===== config.mk =====
export PLATFORM = sky130hd
export DESIGN_NAME = vector_line_sequencer
export DESIGN_NICKNAME = d
export VERILOG_FILES = /design/src/rtl/vector_line_sequencer.sv
export SDC_FILE = /design/constraint.sdc
export NUM_CORES = 1
export LEC_CHECK = 0
export BUFFER_PORTS_ARGS = -buffer_cell sky130_fd_sc_hd__buf_2
export CAP_MARGIN = 20
export CORE_MARGIN = 3
export CORE_UTILIZATION = 45
export CTS_CLUSTER_SIZE = 24
export DETAILED_ROUTE_END_ITERATION = 12
export PLACE_DENSITY = 0.72
export SKIP_LAST_GASP = 1
export SYNTH_ARGS = -nofsm -noshare
export SYNTH_HDL_FRONTEND = slang
export SYNTH_SLANG_ARGS = --single-unit

===== constraint.sdc =====
create_clock -name clk -period 2.2 [get_ports clk]
set_clock_uncertainty 0.15 [all_clocks]
set_input_delay 0.11 -clock clk [delete_from_list [all_inputs] [get_ports clk]]
set_output_delay 0.11 -clock clk [all_outputs]
set_load 0.05 [all_outputs]

===== src/rtl/vector_line_sequencer.sv =====
// Frame-level sequencer: walks the segment memory and feeds one line per entry to the line engine.
// Build option SEQ_SKIP_DEGENERATE_EN drops zero-length segments instead of issuing them.
module vector_line_sequencer #(
   parameter int BRES_WIDTH     = 9,
   parameter int ADDR_WIDTH     = 8,
   parameter int TIMEOUT_CYCLES = 4096
) (
   input  logic                  clk,
   input  logic                  rst,
   input  logic                  enable,
   input  logic                  frame_start,
   output logic [ADDR_WIDTH-1:0] mem_addr,
   output logic                  mem_rd,
   input  logic [4*BRES_WIDTH:0] mem_data,
   output logic                  line_go,
   output logic [BRES_WIDTH-1:0] stax,
   output logic [BRES_WIDTH-1:0] stay,
   output logic [BRES_WIDTH-1:0] endx,
   output logic [BRES_WIDTH-1:0] endy,
   input  logic                  line_busy,
   input  logic                  line_done,
   output logic                  busy,
   output logic                  frame_done,
   output logic [ADDR_WIDTH:0]   line_count,
   output logic                  timeout_err,
   output logic [2:0]            dbg_state_o
);

   localparam int WD_W = $clog2(TIMEOUT_CYCLES + 1);
   localparam logic [WD_W-1:0]       WD_LAST  = WD_W'(TIMEOUT_CYCLES - 1);
   localparam logic [ADDR_WIDTH-1:0] ADDR_MAX = '1;
   localparam logic [ADDR_WIDTH:0]   CNT_MAX  = {1'b1, {ADDR_WIDTH{1'b0}}};

   typedef enum logic [2:0] {
      S_IDLE      = 3'd0,
      S_FETCH     = 3'd1,
      S_LOAD      = 3'd2,
      S_ISSUE     = 3'd3,
      S_WAIT_DONE = 3'd4,
      S_FINISH    = 3'd5
   } state_t;

   state_t                state_q, state_d;
   logic [ADDR_WIDTH-1:0] addr_q, addr_d;
   logic [ADDR_WIDTH:0]   cnt_q, cnt_d;
   logic                  terr_q, terr_d;
   logic                  last_q, last_d;
   logic [BRES_WIDTH-1:0] stax_q, stax_d, stay_q, stay_d, endx_q, endx_d, endy_q, endy_d;
   logic [WD_W-1:0]       wdog_q, wdog_d;
   logic                  degenerate, at_end, wd_expired, abort;

`ifdef SEQ_SKIP_DEGENERATE_EN
   assign degenerate = (stax_q == endx_q) && (stay_q == endy_q);
`else
   assign degenerate = 1'b0;
`endif

   assign at_end     = last_q || (addr_q == ADDR_MAX);
   assign wd_expired = (wdog_q >= WD_LAST);
   assign abort      = rst || !enable;

   // Handshake: line_go is a one-cycle command; the engine accepts it only while line_busy is low.
   always_comb begin
      state_d    = state_q;
      addr_d     = addr_q;
      cnt_d      = cnt_q;
      terr_d     = terr_q;
      last_d     = last_q;
      stax_d     = stax_q;
      stay_d     = stay_q;
      endx_d     = endx_q;
      endy_d     = endy_q;
      wdog_d     = wdog_q;
      line_go    = 1'b0;
      mem_rd     = 1'b0;
      frame_done = 1'b0;
      unique case (state_q)
         S_IDLE: begin
            if (frame_start) begin
               state_d = S_FETCH;
               addr_d  = '0;
               cnt_d   = '0;
               terr_d  = 1'b0;
            end
         end
         S_FETCH: begin
            mem_rd  = 1'b1;
            state_d = S_LOAD;
         end
         S_LOAD: begin
            {last_d, stax_d, stay_d, endx_d, endy_d} = mem_data;
            wdog_d  = '0;
            state_d = S_ISSUE;
         end
         S_ISSUE: begin
            wdog_d = wdog_q + WD_W'(1);
            if (degenerate) begin
               if (at_end) begin
                  state_d = S_FINISH;
               end else begin
                  addr_d  = addr_q + ADDR_WIDTH'(1);
                  state_d = S_FETCH;
               end
            end else if (!line_busy) begin
               line_go = 1'b1;
               state_d = S_WAIT_DONE;
               if (cnt_q != CNT_MAX) cnt_d = cnt_q + (ADDR_WIDTH+1)'(1);
            end else if (wd_expired) begin
               terr_d  = 1'b1;
               state_d = S_FINISH;
            end
         end
         S_WAIT_DONE: begin
            wdog_d = wdog_q + WD_W'(1);
            if (line_done) begin
               if (at_end) begin
                  state_d = S_FINISH;
               end else begin
                  addr_d  = addr_q + ADDR_WIDTH'(1);
                  state_d = S_FETCH;
               end
            end else if (wd_expired) begin
               terr_d  = 1'b1;
               state_d = S_FINISH;
            end
         end
         S_FINISH: begin
            frame_done = 1'b1;
            state_d    = S_IDLE;
         end
         default: state_d = S_IDLE;
      endcase
      // Strobes are suppressed in the abort cycle so no command escapes a dying frame.
      if (abort) begin
         line_go    = 1'b0;
         mem_rd     = 1'b0;
         frame_done = 1'b0;
      end
   end

   always_ff @(posedge clk) begin
      if (rst) begin
         state_q <= S_IDLE;
         addr_q  <= '0;
         cnt_q   <= '0;
         terr_q  <= 1'b0;
         last_q  <= 1'b0;
         stax_q  <= '0;
         stay_q  <= '0;
         endx_q  <= '0;
         endy_q  <= '0;
         wdog_q  <= '0;
      end else if (!enable) begin
         state_q <= S_IDLE;
         addr_q  <= '0;
         last_q  <= 1'b0;
         stax_q  <= '0;
         stay_q  <= '0;
         endx_q  <= '0;
         endy_q  <= '0;
         wdog_q  <= '0;
      end else begin
         state_q <= state_d;
         addr_q  <= addr_d;
         cnt_q   <= cnt_d;
         terr_q  <= terr_d;
         last_q  <= last_d;
         stax_q  <= stax_d;
         stay_q  <= stay_d;
         endx_q  <= endx_d;
         endy_q  <= endy_d;
         wdog_q  <= wdog_d;
      end
   end

   assign mem_addr    = addr_q;
   assign stax        = stax_q;
   assign stay        = stay_q;
   assign endx        = endx_q;
   assign endy        = endy_q;
   assign busy        = (state_q != S_IDLE);
   assign line_count  = cnt_q;
   assign timeout_err = terr_q;
   assign dbg_state_o = state_q;

endmodule

; Word level (Yosys, flattened, before mapping)
; Cells that the tools add are included.
[classes]
n_reduce_logical = 14
muxes = 27
eq_ne = 14
addsub = 3
magnitude_cmp = 1
bitwise = 1
[op_table]
columns = cell, count
row1 = 9-bit two-way mux, 3
row2 = 13-bit case mux with 2 select lines, 1
row3 = 8-bit two-way mux, 3
row4 = 9-bit case mux with 2 select lines, 1
row5 = 8-bit case mux with 2 select lines, 1
row6 = 3-bit two-way mux, 5
row7 = 3-bit case mux with 5 select lines, 1
row8 = "2-bit inequality test, second input constant", 7
row9 = "13-bit by 1-bit adder with 13-bit output, second input constant", 1
row10 = "13-bit by 12-bit greater-or-equal comparator with 1-bit output, second input constant", 1
row11 = 1-bit two-way mux, 11
row12 = 5-bit AND reduction, 2
row13 = "9-bit by 1-bit adder with 9-bit output, second input constant", 1
row14 = "9-bit inequality test, second input constant", 1
row15 = "8-bit by 1-bit adder with 8-bit output, second input constant", 1
row16 = "8-bit equality test, second input constant", 1
row17 = "3-bit by 2-bit equality test with 1-bit output, second input constant", 2
row18 = "3-bit equality test, second input constant", 2
row19 = 2-bit nonzero test, 3
row20 = 3-bit nonzero test, 2
row21 = 4-bit AND reduction, 1
row22 = 2-bit OR reduction, 2
row23 = "3-bit by 1-bit equality test with 1-bit output, second input constant", 1
row24 = 3-bit zero test, 1
row25 = 4 further kinds, 5
[word_totals]
register_bits = 71
in_bits = 43
out_inout_bits = 61

; Longest topological paths before layout
; Gate-level depths: netlist (run 1).
[logic_depth]
depth_word = 5
ltp_mapped = 7
ltp_nobuf = 6

; Worst setup path before layout (run 1)
; Ideal clock, no wire load.
[synth_timing]
path_type = reg2out
from = reg state_q[2], in the netlist dbg_state_o[2]
to = out frame_done
path_buffers = 2
slack_ns = -0.401
path_stages_with_launch = 4
arrival_time_ns = 2.341
t_required_ns = 1.940
path_cell_list = dfxtp_1 -> buf_2 -> clkbuf_1 -> nor3b_1
[synth_between]
elab_chain_cells = 3
[synth_lines]
columns = item, line_no
row1 = "start, declared", 43  ; state_t state_q, state_d;
row2 = "start signal, assigned", 163  ; state_q <= state_d;
row3 = 3-bit equality test, 77  ; unique case (state_q)
row4 = 1-bit two-way mux, 77
row5 = 1-bit two-way mux, 134  ; if (abort) begin
row6 = "end, declared", 23  ; output logic frame_done,
; No other way between the ends.

; Final worst setup path (run 1)
[layout_timing]
from = reg state_q[0], in the netlist dbg_state_o[0]
to = reg cnt_q[6], in the netlist line_count[6]
[layout_between]
elab_chain_cells = 3
elab_cells_between_ends = 8
[layout_lines]
columns = item, line_no
row1 = 3-bit by 2-bit equality test with 1-bit output / 3-bit zero test (equally long branches), 77
row2 = 2-bit inequality test (no line) / 2-bit nonzero test (equally long branches), --
row3 = 5-bit AND reduction (no line), --
row4 = "end signal, assigned", 165  ; cnt_q <= cnt_d;
row5 = "end, declared", 45  ; logic [ADDR_WIDTH:0] cnt_q, cnt_d;
; Parallel ways exist; a longest one is shown, timed or not.
; A chain may end at the register's enable or synchronous reset.

==> flow_summary.ini, run 1 <==
[sta]
fin_crit_ns = 2.13
finalSetupViolations = 0
maxSlewViolCount = 0
max_clock_freq_ghz = 0.469
hold_viol = 0
relSlewSlack_pct = 56.8
timing.setup.tns_ns = 0
fin_crit_sh_pct = 96.9
rsz0062_at_grt = false
worstMarginPinSlew_ns = 0.631

[worst_setup_path]
worst_setup_path_start_kind = flip-flop
crit_type = flip-flop to flip-flop
critPathArrivalTime_ns = 2.21
critPathMaxStageDelay_ns = 0.65
crit_chain = or3b_1 -> a2111oi_0 -> xnor2_1 -> nor2_1
endpoint_kind = flip-flop
r2r.worst_path.cells = 4
cp_max_fo = 14
required_ns = 2.28
cp_slowest_cell = a2111oi_0

[yosys]
synth.most_common_cell = nand2_1
ys_async_sr_fraction_pct = 0
synth_commonest_cells = nand2_1 (99), dfxtp_1 (71), a21oi_1 (52), nor2_1 (20), nand3_1 (17)
ys.flop_type = dfxtp_1
syn_nets = 452
syn_inst = 405
yosysTopAreaCellShare_pct = 44.0
synth.area.top_cells = dfxtp_1 (44%), nand2_1 (12%), a21oi_1 (8.1%)
synth-edff-count = 0
synth_cell_type_count = 54
synth_area_um2 = 3230
ys_seq_area_share_pct = 44.0
ys_ff_latch = 71
synth.avg_cell_area_um2 = 7.98
yosysTopAreaCell = dfxtp_1
yosys_warnings = 0

[global_routing]
grt_first_pass_wirelength_um = 15500
antenna_found_initial = 0
grt_max_degree = 38
grt_pass1_vias = 3296
grt_usage_pct = 22.8
gr-total-overflow = 0

[layout]
antenna_cells = 0
drive_gt1_share_pct = 27.1
syn_to_final_growth_pct = 38.0
final_net_count = 595

[floorplanning]
die-area_um2 = 8230
core_area_um2 = 6870
die_x_um = 90.7
dieHeight_um = 90.7
row_count = 30
io_pins = 104
initial_utilization_pct = 47.0

[routing]
drt_iter0_markers = 203
vias_per_cell = 5.40
drtPass1Iterations = 5
num_vias = 3504
drc = 0
ant_nets = 0
wl_per_cell_um = 14.3
postRouteWirelength_um = 9270

[placed_design]
port_buffers = 103
dp_hpwl_um = 5940
globalplace.congestion = 0.895

[cts]
cts-root-buf = clkbuf_8
cts_tree = yes
clock_path_buffers = 2
cts_setup_buffers = 0
cts.sinks = 71
clkTransAtPathRegs_ns = 0.08
cts_htree_levels = 3
clkLatencyLatePin_ns = 0.34
cts_buffers = 9

[power_and_ir_drop]
p_leak_nw = 1.85
finalPower_mw = 2.50
power_density_nw_per_um2 = 561
ir_drop_mv = 0.428

[run]
cap_violations = 0

[status]
status = finished clean

[min_path]
min_path_cells = 3
worstHoldPathType = primary input to flip-flop
cells in the final DEF (no fill, tap or decap), types with 4 or more instances in the layout:
master / synthesis / final
buf_2: 6 / 103
nand2_1: 99 / 99
dfxtp_1: 71 / 70
a21oi_1: 52 / 52
dlygate4sd3_1: 0 / 39
nor2_1: 20 / 19
nand3_1: 17 / 17
buf_4: 0 / 13
clkbuf_8: 0 / 10
nand4_1: 8 / 8
inv_1: 7 / 7
o21ai_0: 7 / 7
or4_1: 6 / 6
nand2b_1: 6 / 5
a31oi_1: 5 / 5
xnor2_1: 5 / 5
o211ai_1: 5 / 5
or3_1: 4 / 4
mux2i_1: 4 / 4
o31ai_1: 4 / 4
and2_1: 4 / 4
ha_1: 4 / 4
clkinv_2: 0 / 4
what timing repair did:
action	CTS	global route
setup endpoints to repair	0	1
endpoints found under the hold margin	41	0
hold buffers	39	0
resized for setup	0	1
cell families after synthesis:
group	count (synthesis)	share of synthesized area, %
simple gates	192	28.7
xor+xnor	5	1.36
compound gates	96	18.4
buf+inv	30	3.72
fa+ha+maj	4	1.55
flops	71	44.0
mux	7	2.29
flip-flops by register name (all words and copies together), names as in the netlist:
register	cells
endx	9
timeout_err	1
line_count	9
stay	9
mem_addr	8
last_q	1
dbg_state_o	3
endy	9
wdog_q	13
stax	9
final timing paths:
path                       start            end  slack (ns)
setup / recovery  dbg_state_o[0]  line_count[6]        0.07
hold / removal            enable  line_count[2]        0.05
setup reg to reg  dbg_state_o[0]  line_count[6]        0.07
hold reg to reg          endy[6]        endy[6]        0.30
worst max-delay path, delay by kind of cell, from the launching register on:
family           cells  cell delay [ns]
flip-flops           1             0.45
XOR/XNOR             1             0.19
AO/OA/AOI/OAI        1             0.65
AND/OR/NAND/NOR      2             0.57
metal layers:
| layer | wire length (um) | share of wire, % | vias up | GRT usage [%] |
|---|---|---|---|---|
| met5 | 0 | 0 | - | 0 |
| met4 | 206 | 2.2 | 0 | 8.93 |
| met3 | 770 | 8.3 | 20 | 7.58 |
| met2 | 4260 | 46 | 145 | 36.4 |
| met1 | 4040 | 44 | 1622 | 28.2 |
| li1 | - | - | 1717 | - |
power breakdown:
| group | leakage, nW | switching [mW] | internal, mW |
|---|---|---|---|
| logic | 1.18 | 0.147 | 0.118 |
| registers | 0.573 | 0.0119 | 1.29 |
| clock network | 0.0918 | 0.497 | 0.434 |
| total | 1.85 | 0.656 | 1.84 |
cell type report:
cell class,count,area [um^2]
well taps,96,120
multi-input cells,304,1710
fillers,563,2410
repair buffers,155,1000
flip-flops and latches,71,1420
inverters,7,26.3
clock buffers,10,138
clock inverters,6,36.3
through the flow:
| stage | area, um^2 | worst slack, ns | hold slack (ns) | util (%) | instances |
|---|---|---|---|---|---|
| floorplan | 3250 | 0.00499 | 0.0291 | - | 405 |
| global placement | 3890 | 0.190 | 0.175 | 56.6 | 594 |
| detailed placement | 3890 | 0.149 | 0.184 | 56.6 | 594 |
| CTS | 4460 | 0.132 | 0.0362 | 64.9 | 649 |
| global route | 4460 | 0.00914 | 0.0566 | 64.9 | 649 |
| finish | 4460 | 0.0680 | 0.0479 | 64.9 | 649 |
Note: power is estimated with default switching activity, not from simulation.
==> inputs of run 2 (changes only) <==
- CORE_UTILIZATION: 45 -> 40
- PLACE_DENSITY: 0.72 -> 0.65
- SETUP_SLACK_MARGIN: default -> 0.05
==> flow_summary.ini, run 2 (same netlist as run 1, synthesis figures left out) <==
[cts]
clkTransAtPathRegs_ns = 0.07
clock_path_buffers = 2
cts_tree = yes
cts_buffers = 9
clkLatencyLatePin_ns = 0.34
cts-root-buf = clkbuf_8
cts.sinks = 71
cts_htree_levels = 3

[floorplanning]
dieHeight_um = 95.9
initial_utilization_pct = 41.6
io_pins = 104
core_area_um2 = 7770
row_count = 32
die-area_um2 = 9190
die_x_um = 95.9

[global_routing]
grt_first_pass_wirelength_um = 15000
grt_pass1_vias = 3348
gr-total-overflow = 0
grt_usage_pct = 20.6
grt_max_degree = 38
antenna_found_initial = 0

[routing]
ant_nets = 0
num_vias = 3385
postRouteWirelength_um = 8820
vias_per_cell = 5.21
drtPass1Iterations = 4
wl_per_cell_um = 13.6
drt_iter0_markers = 134
drc = 0

[sta]
rsz0062_at_grt = false
maxSlewViolCount = 0
finalSetupViolations = 0
fin_crit_ns = 2.00
max_clock_freq_ghz = 0.499
fin_crit_sh_pct = 91.1
timing.setup.tns_ns = 0
hold_viol = 0
relSlewSlack_pct = 61.4
hold_ws_ns = 0.0193
worstMarginPinSlew_ns = 0.564

[power_and_ir_drop]
combPwrFrac_pct = 9.3
seqPwrFrac_pct = 46.7
internal-power_mw = 2.14
p_sw_uw = 648
p_leak_nw = 1.85
power_density_nw_per_um2 = 620
pwr-share-clk_pct = 44.0
ir_drop_mv = 0.339
sw_frac_of_total_pct = 23.2

[layout]
drive_gt1_share_pct = 26.8
final.fill_count = 694
final_common_cell = buf_2
final_net_count = 591
largest_reg_flops = 13
seq_area_um2 = 1430
top_register = wdog_q
final_util_pct = 58.0
antenna_cells = 0
final_cell_mix = buf_2 (102), nand2_1 (99), dfxtp_1 (68)
multi_input_area_um2 = 1710
syn_to_final_growth_pct = 39.5

[worst_setup_path]
endpoint_kind = flip-flop
cp_max_fo = 19
crit_type = flip-flop to flip-flop
r2r.worst_path.cells = 4
critPathArrivalTime_ns = 2.14
required_ns = 2.33
worst_setup_path_start_kind = flip-flop

[placed_design]
port_buffers = 103
globalplace.congestion = 0.851
dp_hpwl_um = 5760

[min_path]
worstHoldPathType = primary input to flip-flop
min_path_cells = 3

[run]
cap_violations = 0

[status]
status = finished clean
==> run 2: cell types whose count changed in the layout (fill, tap and decap cells not counted), moves of 2 or more <==
cell,previous run,this run
clkinv_2,4,0
buf_4,13,9
dfxtp_1,70,68
bufinv_16,0,2
==> run 2: final cells by class <==
cell class | count | share of cell area (%)
multi-input cells | 304 | 37.9
clock buffers | 11 | 3.61
repair buffers | 151 | 21.7
flip-flops and latches | 71 | 31.7
inverters | 7 | 0.583
clock inverters | 4 | 1.69
well taps | 102 | 2.83
==> run 2: power groups by stage <==
stage / sequential (mW) / clock [mW] / combinational [mW]
2_1_floorplan: 1.36 / 0 / 0.0977
5_1_grt: 1.31 / 1.32 / 0.285
3_5_place_dp: 1.33 / 0 / 0.204
4_1_cts: 1.30 / 1.26 / 0.257
6_report: 1.30 / 1.23 / 0.260
3_3_place_gp: 1.33 / 0 / 0.202
==> run 2: worst max-delay path: stages (launching register included) <==
cell and delay, ns:
dfxtp_4 0.46, or3b_2 0.56, a21oi_2 0.33, mux2_2 0.37
nor2_1 0.08
==> run 2: final timing paths <==
check,from,endpoint,slack (ns)
hold / removal,enable,line_count[2],0.02
hold reg to reg,stay[6],stay[6],0.30
setup / recovery,dbg_state_o[2],wdog_q[4],0.20
setup reg to reg,dbg_state_o[2],wdog_q[4],0.20
==> run 2: layer usage <==
layer / share of wire (%) / up-vias / global-route usage [%]
met3: 7.0 / 12 / 6.65
met2: 49 / 105 / 35.7
met4: 1.3 / 0 / 6.28
met5: 0 / - / 0
li1: - / 1711 / -
met1: 43 / 1557 / 24.0
==> run 2: timing repair <==
action | 4_1_cts | 5_1_grt
endpoints found under the setup margin | 0 | 1
hold buffers | 39 | 0
resized for setup | 0 | 1
setup buffers | 0 | 0
hold endpoints to repair | 41 | 0
==> run 2: through the flow <==
step / instance area [um^2] / total power [mW] / setup WS [ns] / cells
after floorplan: 3250 / 1.46 / 0.0743 / 405
after global placement: 3870 / 1.54 / 0.248 / 596
after detailed placement: 3870 / 1.54 / 0.220 / 596
after CTS: 4500 / 2.82 / 0.161 / 650
after global routing: 4510 / 2.91 / 0.0587 / 650
final: 4510 / 2.79 / 0.196 / 650
==> inputs of run 3 (changes only) <==
--- a/config.mk
+++ b/config.mk
@@ -7,2 +7,3 @@
 export LEC_CHECK = 0
+export ABC_AREA = 1
 export BUFFER_PORTS_ARGS = -buffer_cell sky130_fd_sc_hd__buf_2
@@ -16,2 +17,3 @@
 export SKIP_LAST_GASP = 1
+export SLEW_MARGIN = 20
 export SYNTH_ARGS = -nofsm -noshare
--- a/constraint.sdc
+++ b/constraint.sdc
@@ -4,2 +4,2 @@
 set_output_delay 0.11 -clock clk [all_outputs]
-set_load 0.05 [all_outputs]
+set_load 0.02 [all_outputs]
==> flow_summary.ini, run 3 <==
[status]
status = finished clean

[routing]
vias_per_cell = 4.92
drtPass1Iterations = 4
drc = 0
postRouteWirelength_um = 9170
drt_iter0_markers = 195
wl_per_cell_um = 12.6
num_vias = 3587
ant_nets = 0

[min_path]
worstHoldPathType = primary input to flip-flop
hp-start = enable
worst_hold_path.endpoint = wdog_q[1]
min_path_cells = 4

[global_routing]
grt_usage_pct = 19.6
grt_max_degree = 38
grt_pass1_vias = 3395
gr-total-overflow = 0
antenna_found_initial = 0
grt_first_pass_wirelength_um = 15600

[yosys]
ys.flop_type = dfxtp_1
synth.most_common_cell = nor2_1
ys_async_sr_fraction_pct = 0
ys_seq_area_share_pct = 43.1
ys_ff_latch = 71
yosysTopAreaCell = dfxtp_1
synth_commonest_cells = nor2_1 (113), nand2_1 (98), dfxtp_1 (71), o21ai_0 (38), inv_1 (36)
yosys.area_share.simple_pct = 32.3
synth.area.mux_share_pct = 0
synth-compound-area-share_pct = 14.3
yosys_warnings = 0
synth_top_family_by_area = simple AND/OR/NAND/NOR gates
yosysTopAreaCellShare_pct = 43.1
synth-xor-area-share_pct = 1.33
synth.area.top_cells = dfxtp_1 (43%), nor2_1 (13%), nand2_1 (11%)
syn_inst = 482
synthAdderAreaFrac_pct = 1.52
synth-edff-count = 0
syn_nets = 529
synth.avg_cell_area_um2 = 6.85
synth_area_um2 = 3300
synth_cell_type_count = 32

[layout]
drive_gt1_share_pct = 21.7
antenna_cells = 0
syn_to_final_growth_pct = 37.3
final_common_cell = nor2_1
final_net_count = 670
top_register = wdog_q
final_cell_mix = nor2_1 (112), buf_2 (103), nand2_1 (98)
largest_reg_flops = 13

[worst_setup_path]
r2r.worst_path.cells = 8
r2r_end = line_count[0]
cp_max_fo = 11
critPathArrivalTime_ns = 1.66
required_ns = 1.94
worst_setup_path_start_kind = primary input
endpoint_kind = output port
crit_type = primary input to output port
r2r_slack_ns = 0.32
timing.rr.start = dbg_state_o[2]

[floorplanning]
core_area_um2 = 7850
io_pins = 104
dieHeight_um = 96.8
initial_utilization_pct = 42.0
row_count = 32
die-area_um2 = 9370
die_x_um = 96.8

[power_and_ir_drop]
sw_frac_of_total_pct = 23.0
internal-power_mw = 1.99
finalPower_mw = 2.59
seqPwrFrac_pct = 50.6
power_density_nw_per_um2 = 572
p_leak_nw = 2.11
p_sw_uw = 596
pwr-share-clk_pct = 39.9
combPwrFrac_pct = 9.6
ir_drop_mv = 0.388

[cts]
cts_buffers = 9
cts_htree_levels = 3
clkTransAtPathRegs_ns = 0.07
clock_path_buffers = 2
cts.sinks = 71
clkLatencyLatePin_ns = 0.33
cts-root-buf = clkbuf_8
cts_setup_buffers = 0
cts_tree = yes

[placed_design]
dp_hpwl_um = 5980
globalplace.congestion = 0.895
port_buffers = 103

[run]
cap_violations = 0

[sta]
fin_crit_sh_pct = 87.2
worstMarginPinSlew_ns = 0.545
timing.setup.tns_ns = 0
relSlewSlack_pct = 63.6
hold_ws_ns = 0.106
rsz0062_at_grt = false
fin_crit_ns = 1.92
maxSlewViolCount = 0
finalSetupViolations = 0
max_clock_freq_ghz = 0.521
hold_viol = 0
[run 3: timing repair]
action                     CTS  global route
hold buffers                41             0
hold endpoints to repair    46             0
resized for setup            0             2
setup endpoints to repair    0             7
[run 3: layout make-up]
cell class,count,area (um^2)
fillers,746,3320
multi-input cells,353,1650
flip-flops and latches,71,1420
repair buffers,149,988
clock buffers,12,155
inverters,39,146
well taps,102,128
clock inverters,3,42.5
[run 3: worst max-delay path by stage]
| stage | from | to | slack, ns | depth (start not counted) |
|---|---|---|---|---|
| 2_1_floorplan | mem_addr[0] | mem_addr[1] | 0.48 | 10 |
| 3_3_place_gp | dbg_state_o[2] | wdog_q[11] | 0.31 | 8 |
| 3_5_place_dp | dbg_state_o[2] | wdog_q[11] | 0.25 | 8 |
| 4_1_cts | rst | frame_done | 0.09 | 7 |
| 5_1_grt | dbg_state_o[2] | line_count[6] | 0.11 | 9 |
| 6_report | rst | frame_done | 0.28 | 7 |
[run 3: power groups by stage]
stage	Clock [mW]	Combinational, mW	Sequential (mW)
finish	1.03	0.248	1.31
global route	1.11	0.274	1.31
CTS	1.07	0.244	1.31
detailed placement	0	0.187	1.34
global placement	0	0.185	1.34
floorplan	0	0.0926	1.35
[run 3: kinds of logic after synthesis]
logic type | after synthesis
flip-flops | 71
AO/OA/AOI/OAI | 89
AND/OR/NAND/NOR | 255
buffers and inverters | 58
XOR/XNOR | 5
adder cells (fa/ha/maj) | 4
[run 3: critical path, cell delays in order]
cell and delay (ns):
dlygate4sd3_1 0.53, buf_2 0.17, inv_1 0.08, nand2_1 0.08, buf_4 0.19, nor4_2 0.26
buf_2 0.24
[run 3: through the flow]
step | cell area [um^2] | instances | utilization [%] | setup slack, ns
2_1_floorplan | 3300 | 482 | - | 0.478
3_3_place_gp | 3910 | 673 | 49.8 | 0.306
3_5_place_dp | 3910 | 673 | 49.8 | 0.252
4_1_cts | 4520 | 729 | 57.5 | 0.0893
5_1_grt | 4530 | 729 | 57.7 | 0.115
6_report | 4530 | 729 | 57.7 | 0.282
[run 3: per-layer routing]
metal | share of wire [%] | track usage, %
met5 | 0 | 0
met4 | 1.6 | 6.91
met3 | 7.7 | 5.70
met2 | 46 | 31.4
met1 | 45 | 25.0
